File: config.mk
export PLATFORM = sky130hd
export DESIGN_NAME = serial_adder
export DESIGN_NICKNAME = d
export VERILOG_FILES = /design/src/rtl/serial_adder.sv
export SDC_FILE = /design/constraint.sdc
export NUM_CORES = 1
export LEC_CHECK = 0
export BUFFER_PORTS_ARGS = -buffer_cell sky130_fd_sc_hd__buf_2
export CAP_MARGIN = 20
export CORE_MARGIN = 8
export CORE_UTILIZATION = 48
export DETAILED_ROUTE_END_ITERATION = 12
export PLACE_DENSITY = 0.71
export SYNTH_ARGS = -nofsm -noshare
export SYNTH_HDL_FRONTEND = slang
export SYNTH_SLANG_ARGS = --single-unit
File: constraint.sdc
create_clock -name clk -period 1.3 [get_ports clk]
set_input_delay 0.26 -clock clk [delete_from_list [all_inputs] [get_ports clk]]
set_output_delay 0.26 -clock clk [all_outputs]
set_load 0.05 [all_outputs]
File: src/rtl/serial_adder.sv
// ---------------------------------------------------------------------------
// serial_adder
//   Bit-serial n-bit adder: s = (a + b) mod 2^n, one bit per clock, LSB
//   first. The datapath is one full_adder plus a carry flop. It is the
//   inverse of the parallel n-bit subtractor that sits beside it in the
//   datapath, so (a - b) + b returns a modulo 2^n.
//
//   Parameters
//     n      operand/result width in bits (n >= 1)
//
//   Ports
//     clk    system clock, rising edge
//     rst    asynchronous, active-high reset
//     start  begin an addition; only looked at in IDLE
//     a, b   operands, captured on the accepted start edge
//     s      registered sum, holds the last result
//     cout   registered carry out of bit n-1, holds the last result
//     busy   high in ADD and DONE
//     done   one-cycle pulse, s/cout were just updated
//
//   Timing: start sampled at edge E0, ADD runs edges E0+1..E0+n, done is
//   high in the cycle after E0+n, IDLE is re-entered at E0+n+1.
// ---------------------------------------------------------------------------

// Single-bit full adder used by the serial datapath.
//   x, y  addend bits
//   cin   carry in
//   sum   sum bit
//   cout  carry out
module full_adder (
   input  logic x,
   input  logic y,
   input  logic cin,
   output logic sum,
   output logic cout
);
   assign sum  = x ^ y ^ cin;
   assign cout = (x & y) | (cin & (x ^ y));
endmodule

module serial_adder #(
   parameter int n = 4
) (
   input  logic         clk,
   input  logic         rst,
   input  logic         start,
   input  logic [n-1:0] a,
   input  logic [n-1:0] b,
   output logic [n-1:0] s,
   output logic         cout,
   output logic         busy,
   output logic         done
);

   // A 1-bit counter is kept even for n=1 so the compare below stays legal.
   localparam int CW = (n > 1) ? $clog2(n) : 1;

   typedef enum logic [1:0] {
      IDLE = 2'd0,
      ADD  = 2'd1,
      DONE = 2'd2
   } state_t;

   state_t         state_reg;
   state_t         state_next;

   logic [n-1:0]   a_sh_reg;
   logic [n-1:0]   b_sh_reg;
   logic [n-1:0]   r_reg;       // partial result, filled from the MSB side
   logic           carry_reg;
   logic [CW-1:0]  count_reg;

   logic           sum_bit;
   logic           carry_out;
   logic           last_bit;
   logic [n-1:0]   r_shift;

   full_adder u_fa (
      .x    (a_sh_reg[0]),
      .y    (b_sh_reg[0]),
      .cin  (carry_reg),
      .sum  (sum_bit),
      .cout (carry_out)
   );

   // Bit n-1 is being processed on this edge.
   assign last_bit = (count_reg == CW'(n - 1));

   // New sum bit enters at the MSB while older bits move right. After n
   // shifts bit 0 of the sum has reached r[0]. Written as a shifted
   // concatenation so it also holds for n=1, where r_shift is just sum_bit.
   assign r_shift = n'({sum_bit, r_reg} >> 1);

   // ---------------------------------------------------------------------
   // FSM: state register
   // ---------------------------------------------------------------------
   always_ff @(posedge clk or posedge rst) begin
      if (rst) begin
         state_reg <= IDLE;
      end else begin
         state_reg <= state_next;
      end
   end

   // ---------------------------------------------------------------------
   // FSM: next-state logic
   // ---------------------------------------------------------------------
   always_comb begin
      state_next = state_reg;
      case (state_reg)
         IDLE:    if (start)    state_next = ADD;
         ADD:     if (last_bit) state_next = DONE;
         DONE:                  state_next = IDLE;
         default:               state_next = IDLE;
      endcase
   end

   // ---------------------------------------------------------------------
   // FSM: outputs, pure state decode
   // ---------------------------------------------------------------------
   always_comb begin
      busy = 1'b0;
      done = 1'b0;
      case (state_reg)
         ADD:     busy = 1'b1;
         DONE: begin
            busy = 1'b1;
            done = 1'b1;
         end
         default: ;
      endcase
   end

   // ---------------------------------------------------------------------
   // Datapath. s/cout are written only on the final ADD edge, so the
   // outputs never show partial sums and keep the previous result while
   // a new addition is in flight.
   // ---------------------------------------------------------------------
   always_ff @(posedge clk or posedge rst) begin
      if (rst) begin
         a_sh_reg  <= '0;
         b_sh_reg  <= '0;
         r_reg     <= '0;
         carry_reg <= 1'b0;
         count_reg <= '0;
         s         <= '0;
         cout      <= 1'b0;
      end else begin
         case (state_reg)
            IDLE: begin
               if (start) begin
                  a_sh_reg  <= a;
                  b_sh_reg  <= b;
                  r_reg     <= '0;
                  carry_reg <= 1'b0;   // carry-in is fixed at 0
                  count_reg <= '0;
               end
            end
            ADD: begin
               a_sh_reg  <= a_sh_reg >> 1;
               b_sh_reg  <= b_sh_reg >> 1;
               r_reg     <= r_shift;
               carry_reg <= carry_out;
               count_reg <= count_reg + CW'(1);
               if (last_bit) begin
                  s    <= r_shift;
                  cout <= carry_out;
               end
            end
            default: ;
         endcase
      end
   end

endmodule

After elaboration in Yosys (flattened, before gate mapping)
Cells that the tools add are included.
Storage, ports and cells
  input bits: 11
  logic and storage cells: 40
  register bits after elaboration: 22
  output and inout port bits: 7
Operators by class
  add/subtract/negate cells: 1
  equal/unequal tests: 5
  reductions and logical operators: 6
  bitwise logic cells: 5
  multiplexer cells: 15
Operators by type and width (count)
  one-hot mux 4 bit (2 select lines): 3
  2-to-1 mux 4 bit: 3
  one-hot mux 2 bit (2 select lines): 2
  2-to-1 mux 2 bit: 3
  AND reduction 2 bit: 3
  == test 2 bit (second input constant): 2
  != test 2 bit (second input constant): 2
  2-to-1 mux 1 bit: 3
  adder 2 x 1 -> 2 bit (second input constant): 1
  AND 1 bit: 2
  == test 2 x 1 -> 1 bit (second input constant): 1
  logical NOT 2 bit: 1
  one-hot mux 1 bit (2 select lines): 1
  nonzero test 2 bit: 1
  OR reduction 2 bit: 1
  bitwise XOR 1 bit: 2
  OR 1 bit: 1

Longest topological paths before layout
  depth in word-level cells: 4
  mapped depth: 6
  depth with buffers taken out: 5

Hierarchy
From an unflattened synthesis, not the netlist that was laid out.
Unflattened totals
  cells, all modules: 92
  area, all modules: 1078.5 um^2
By module, submodules not included
  serial_adder: area an instance 1058.5 um^2, seq. area each 525.5 um^2, times used 1, cells an instance 91
  full_adder: area an instance 20.0 um^2, seq. area each 0.0 um^2, times used 1, cells an instance 1

Worst setup path before layout
Ideal clock, no wire load.
  path kind: register to register
  start: register state_reg[0]
  end: register carry_reg
  required time: 1.234 ns
  buffers on the path: 0
  setup time: 0.066 ns
  path slack: -0.084 ns
  cell stages (with the launch flop): 5
  data arrival time: 1.319 ns
  period minus slack after synthesis: 1.384 ns
  cell sequence: dfrtp_1 > inv_1 > ha_1 > mux2i_1 > a22o_1
On the way
  cells in the longest elaborated chain, start to end: 3
RTL lines
  start: declaration: line 64  | state_t state_reg;
  start signal: assignment: line 101  | state_reg <= state_next;
  == test 2 x 1 -> 1 bit or logical NOT 2 bit (tied branches): line 149  | case (state_reg)
  nonzero test 2 bit (no line) or != test 2 bit (tied branches)
  AND reduction 2 bit (no line)
  end signal: assignment: line 163  | carry_reg <= carry_out;
  end: declaration: line 70  | logic carry_reg;
Parallel ways exist; a longest one is shown, timed or not.
A chain may end at the register's enable or synchronous reset.

Final worst setup path
  start: register state_reg[1]
  end: output done
On the way
  cells in the longest elaborated chain, start to end: 2
RTL lines
  == test 2 bit: line 124  | case (state_reg)
  2-to-1 mux 1 bit: line 124
  end: declaration: line 52  | output logic done
No other way between the ends.

==> results.sh <==
export IMPL_result_of_the_run="finished, violations left"
export IMPL_violations="setup timing"
export IMPL_portBuffers=17
export IMPL_critical_path_arrival_ns=1.16
export IMPL_synth_warnings=0
export IMPL_timing_critical_path_required_ns=1.04
export IMPL_clk_root_buffer_cell="sky130_fd_sc_hd__clkbuf_4"
export IMPL_layout_cells_non_filler=152
export IMPL_final_setup_skew_ns=0.00567
export IMPL_met3WireLength_um=103
export IMPL_die_area_mm2=0.00388
export IMPL_finalSetupTns_ns=-0.755
export IMPL_post_synth_num_cell_types=26
export IMPL_critPathSlowestCell="sky130_fd_sc_hd__dfrtp_1"
export IMPL_ant_nets=0
export IMPL_post_layout_total_power_mw=4.29
export IMPL_holdPathEnd="a_sh_reg[3]$_DFFE_PP0P_"
export IMPL_grt_first_pass_wirelength_mm=4.08
export IMPL_clk_path_buf_depth=2
export IMPL_remaining_drc_errors=0
export IMPL_timing_critical_path_cells="buf_4 -> ha_4 -> buf_8"
export IMPL_cts_num_sinks=21
export IMPL_clock_insertion_delay_worst_skew_ns=0.30
export IMPL_drt_met1_wl_mm=1.03
export IMPL_post_synth_top_area_cell="sky130_fd_sc_hd__dfrtp_1"
export IMPL_worst_slew_margin_rel=0.822
export IMPL_chipHeight_um=62.3
export IMPL_tightestPinTransition_ns=0.267
export IMPL_hold_violations=0
export IMPL_holdWs_ns=0.210
export IMPL_largest_net_degree_at_the_start_of_global_routing=22
export IMPL_postSynthCellCount=88
export IMPL_syn_num_nets=104
export IMPL_number_of_search_and_repair_iterations_in_the_first_detailed_routing_pass=4
export IMPL_route_vias_total=810
export IMPL_reg2reg_from="state_reg[0]$_DFFE_PP0P_"
export IMPL_cpLargestDelayFamily="flip-flops"
export IMPL_drv_cap=0
export IMPL_worstSetupStartpoint="state_reg[1]$_DFFE_PP0P_"
export IMPL_met2_length_mm=1.28
export IMPL_ys_seq_area_frac=0.512
export IMPL_initial_core_utilization=0.518
export IMPL_synth_top_cell_area_share=0.512
export IMPL_tritoncts_clock_tree="built"
export IMPL_routed_via_density=5.33
export IMPL_synth_area_leaders="sky130_fd_sc_hd__dfrtp_1, sky130_fd_sc_hd__a221oi_2, sky130_fd_sc_hd__mux2_2"
export IMPL_layout_commonest_cell="sky130_fd_sc_hd__dfrtp_1"
export IMPL_peakVddDrop_mv=1.67
export IMPL_dp_final_hpwl_mm=1.65
export IMPL_placedCellCount=140
export IMPL_floorplan_io_pins=18
export IMPL_groute_usage_overall=0.122
export IMPL_maximum_fanout_encountered_on_the_critical_timing_path=2
export IMPL_drive_above_1_share=0.552
export IMPL_synth_edff_count=0
export IMPL_chipWidth_um=62.3
export IMPL_cp_depth=3
export IMPL_timing_fmax_mhz=704
export IMPL_placementRows=16
export IMPL_rsz0062_at_grt="yes"
export IMPL_pre_cts_worst_setup_slack_ns=-0.118
export IMPL_cts_buffers_inserted=3
export IMPL_r2r_end="b_sh_reg[1]$_DFFE_PP0P_"
export IMPL_cellLeakagePower_nw=0.691
export IMPL_grt_remaining_overflow=0
export IMPL_placement_cell_area_mm2=0.00122
export IMPL_min_from="a[3]"
export IMPL_layout_cell_area_non_filler_mm2=0.00145
export IMPL_per_cell_routed_wire_length_um=15.9
export IMPL_crit_type="reg2out"
export IMPL_top_layer="met3"
export IMPL_utilization=0.731
export IMPL_r2r_cells=6
export IMPL_syn_area_per_cell_um2=11.7
export IMPL_cp_end_kind="output pin"
export IMPL_timing_critical_path_buf_inv=2
export IMPL_timing_hold_worst_class="in2reg"
export IMPL_area_delta_synth_final_pct=41.0
export IMPL_worstSetupStartpointType="flop"
export IMPL_synth_flop_cell="sky130_fd_sc_hd__dfrtp_1"
export IMPL_async_flop_share=1.00
export IMPL_post_route_period_util=1.09
export IMPL_antenna_found_initial=0
export IMPL_area_of_the_core_region_mm2=0.00198
export IMPL_post_route_worst_setup_slack_ns=-0.120
export IMPL_gpl_final_weighted_congestion=0.741
export IMPL_grt_pass1_vias=873
export IMPL_final_max_slew_viol_count=0
export IMPL_layout_cells_most_common_list="sky130_fd_sc_hd__dfrtp_1, sky130_fd_sc_hd__buf_2, sky130_fd_sc_hd__buf_4, sky130_fd_sc_hd__inv_1, sky130_fd_sc_hd__nor2_1"
export IMPL_post_route_min_period_ns=1.42
export IMPL_finalSetupViolations=13
export IMPL_critPathMaxStageDelay_ns=0.41
export IMPL_rrSetupSlack_ns=-0.07
export IMPL_design_final_nets=142
export IMPL_cts_htree_levels=1
export IMPL_min_path_cells=3
export IMPL_synth_ff_latch_count=21
export IMPL_drt_total_wl_mm=2.41
export IMPL_pwr_density_cell_mw_per_mm2=2960
export IMPL_insertedDiodeCount=0
export IMPL_worst_setup_hold_path_clk_slew_ns=0.12
export IMPL_dr_first_iter_drc_count=18
export IMPL_layout_filler_cells=130
export IMPL_synthesis_area_mm2=0.00103
[metal layers]
| layer | vias up | GRT usage |
|---|---|---|
| li1 | 389 | - |
| met1 | 404 | 0.148 |
| met2 | 17 | 0.216 |
| met3 | 0 | 0.0323 |
| met4 | 0 | 0.0171 |
| met5 | - | 0 |
[what timing repair did]
item / in CTS / in global routing
resized for setup: 20 / 17
hold buffers: 1 / 0
hold endpoints to repair: 21 / 0
pin swaps: 11 / 8
endpoints found under the setup margin: 21 / 22
setup buffers: 1 / 5
gates cloned: 1 / 0
[cell usage after synthesis (all sizes together) (3+ instances only)]
| master | instances |
|---|---|
| a21oi | 4 |
| a221oi | 5 |
| a22o | 5 |
| buf | 3 |
| dfrtp | 21 |
| ha | 4 |
| inv | 9 |
| mux2 | 5 |
| nand2 | 6 |
| nor2 | 6 |
| o21ai | 5 |
| o22ai | 4 |
[worst max path at each step]
| stage | endpoint |
|---|---|
| 2_1_floorplan | cout$_DFFE_PP0P_ |
| 3_3_place_gp | s[2]$_DFFE_PP0P_ |
| 3_5_place_dp | r_reg[3]$_DFFE_PP0P_ |
| 4_1_cts | done |
| 5_1_grt | done |
| 6_report | done |
[power breakdown]
part,switching (mW),internal [mW]
Clock,0.195,0.119
Combinational,1.49,1.33
Sequential,0.206,0.950
[tightest hold or removal path, stage by stage]
cell and delay [ns]:
sky130_fd_sc_hd__buf_2 0.10, sky130_fd_sc_hd__nand2_1 0.07, sky130_fd_sc_hd__o21ai_2 0.05
[area by class of cell]
type	count	area, µm²	share of cell area
inverter	10	40.0	0.0276
timing repair buffer	35	262	0.180
clock buffer	4	26.3	0.0181
multi-input combinational	55	561	0.387
sequential	21	527	0.364
tap	27	33.8	0.0233
[logic make-up after synthesis]
| group | after synthesis | share of synthesized area |
|---|---|---|
| AOI/OAI and AO/OA | 25 | 0.203 |
| DFF | 21 | 0.512 |
| and+or+nand+nor | 18 | 0.0926 |
| buffers and inverters | 13 | 0.0597 |
| muxes | 6 | 0.0646 |
| adders and majority gates | 5 | 0.0682 |
No activity file was read; power rests on OpenSTA's default activity.
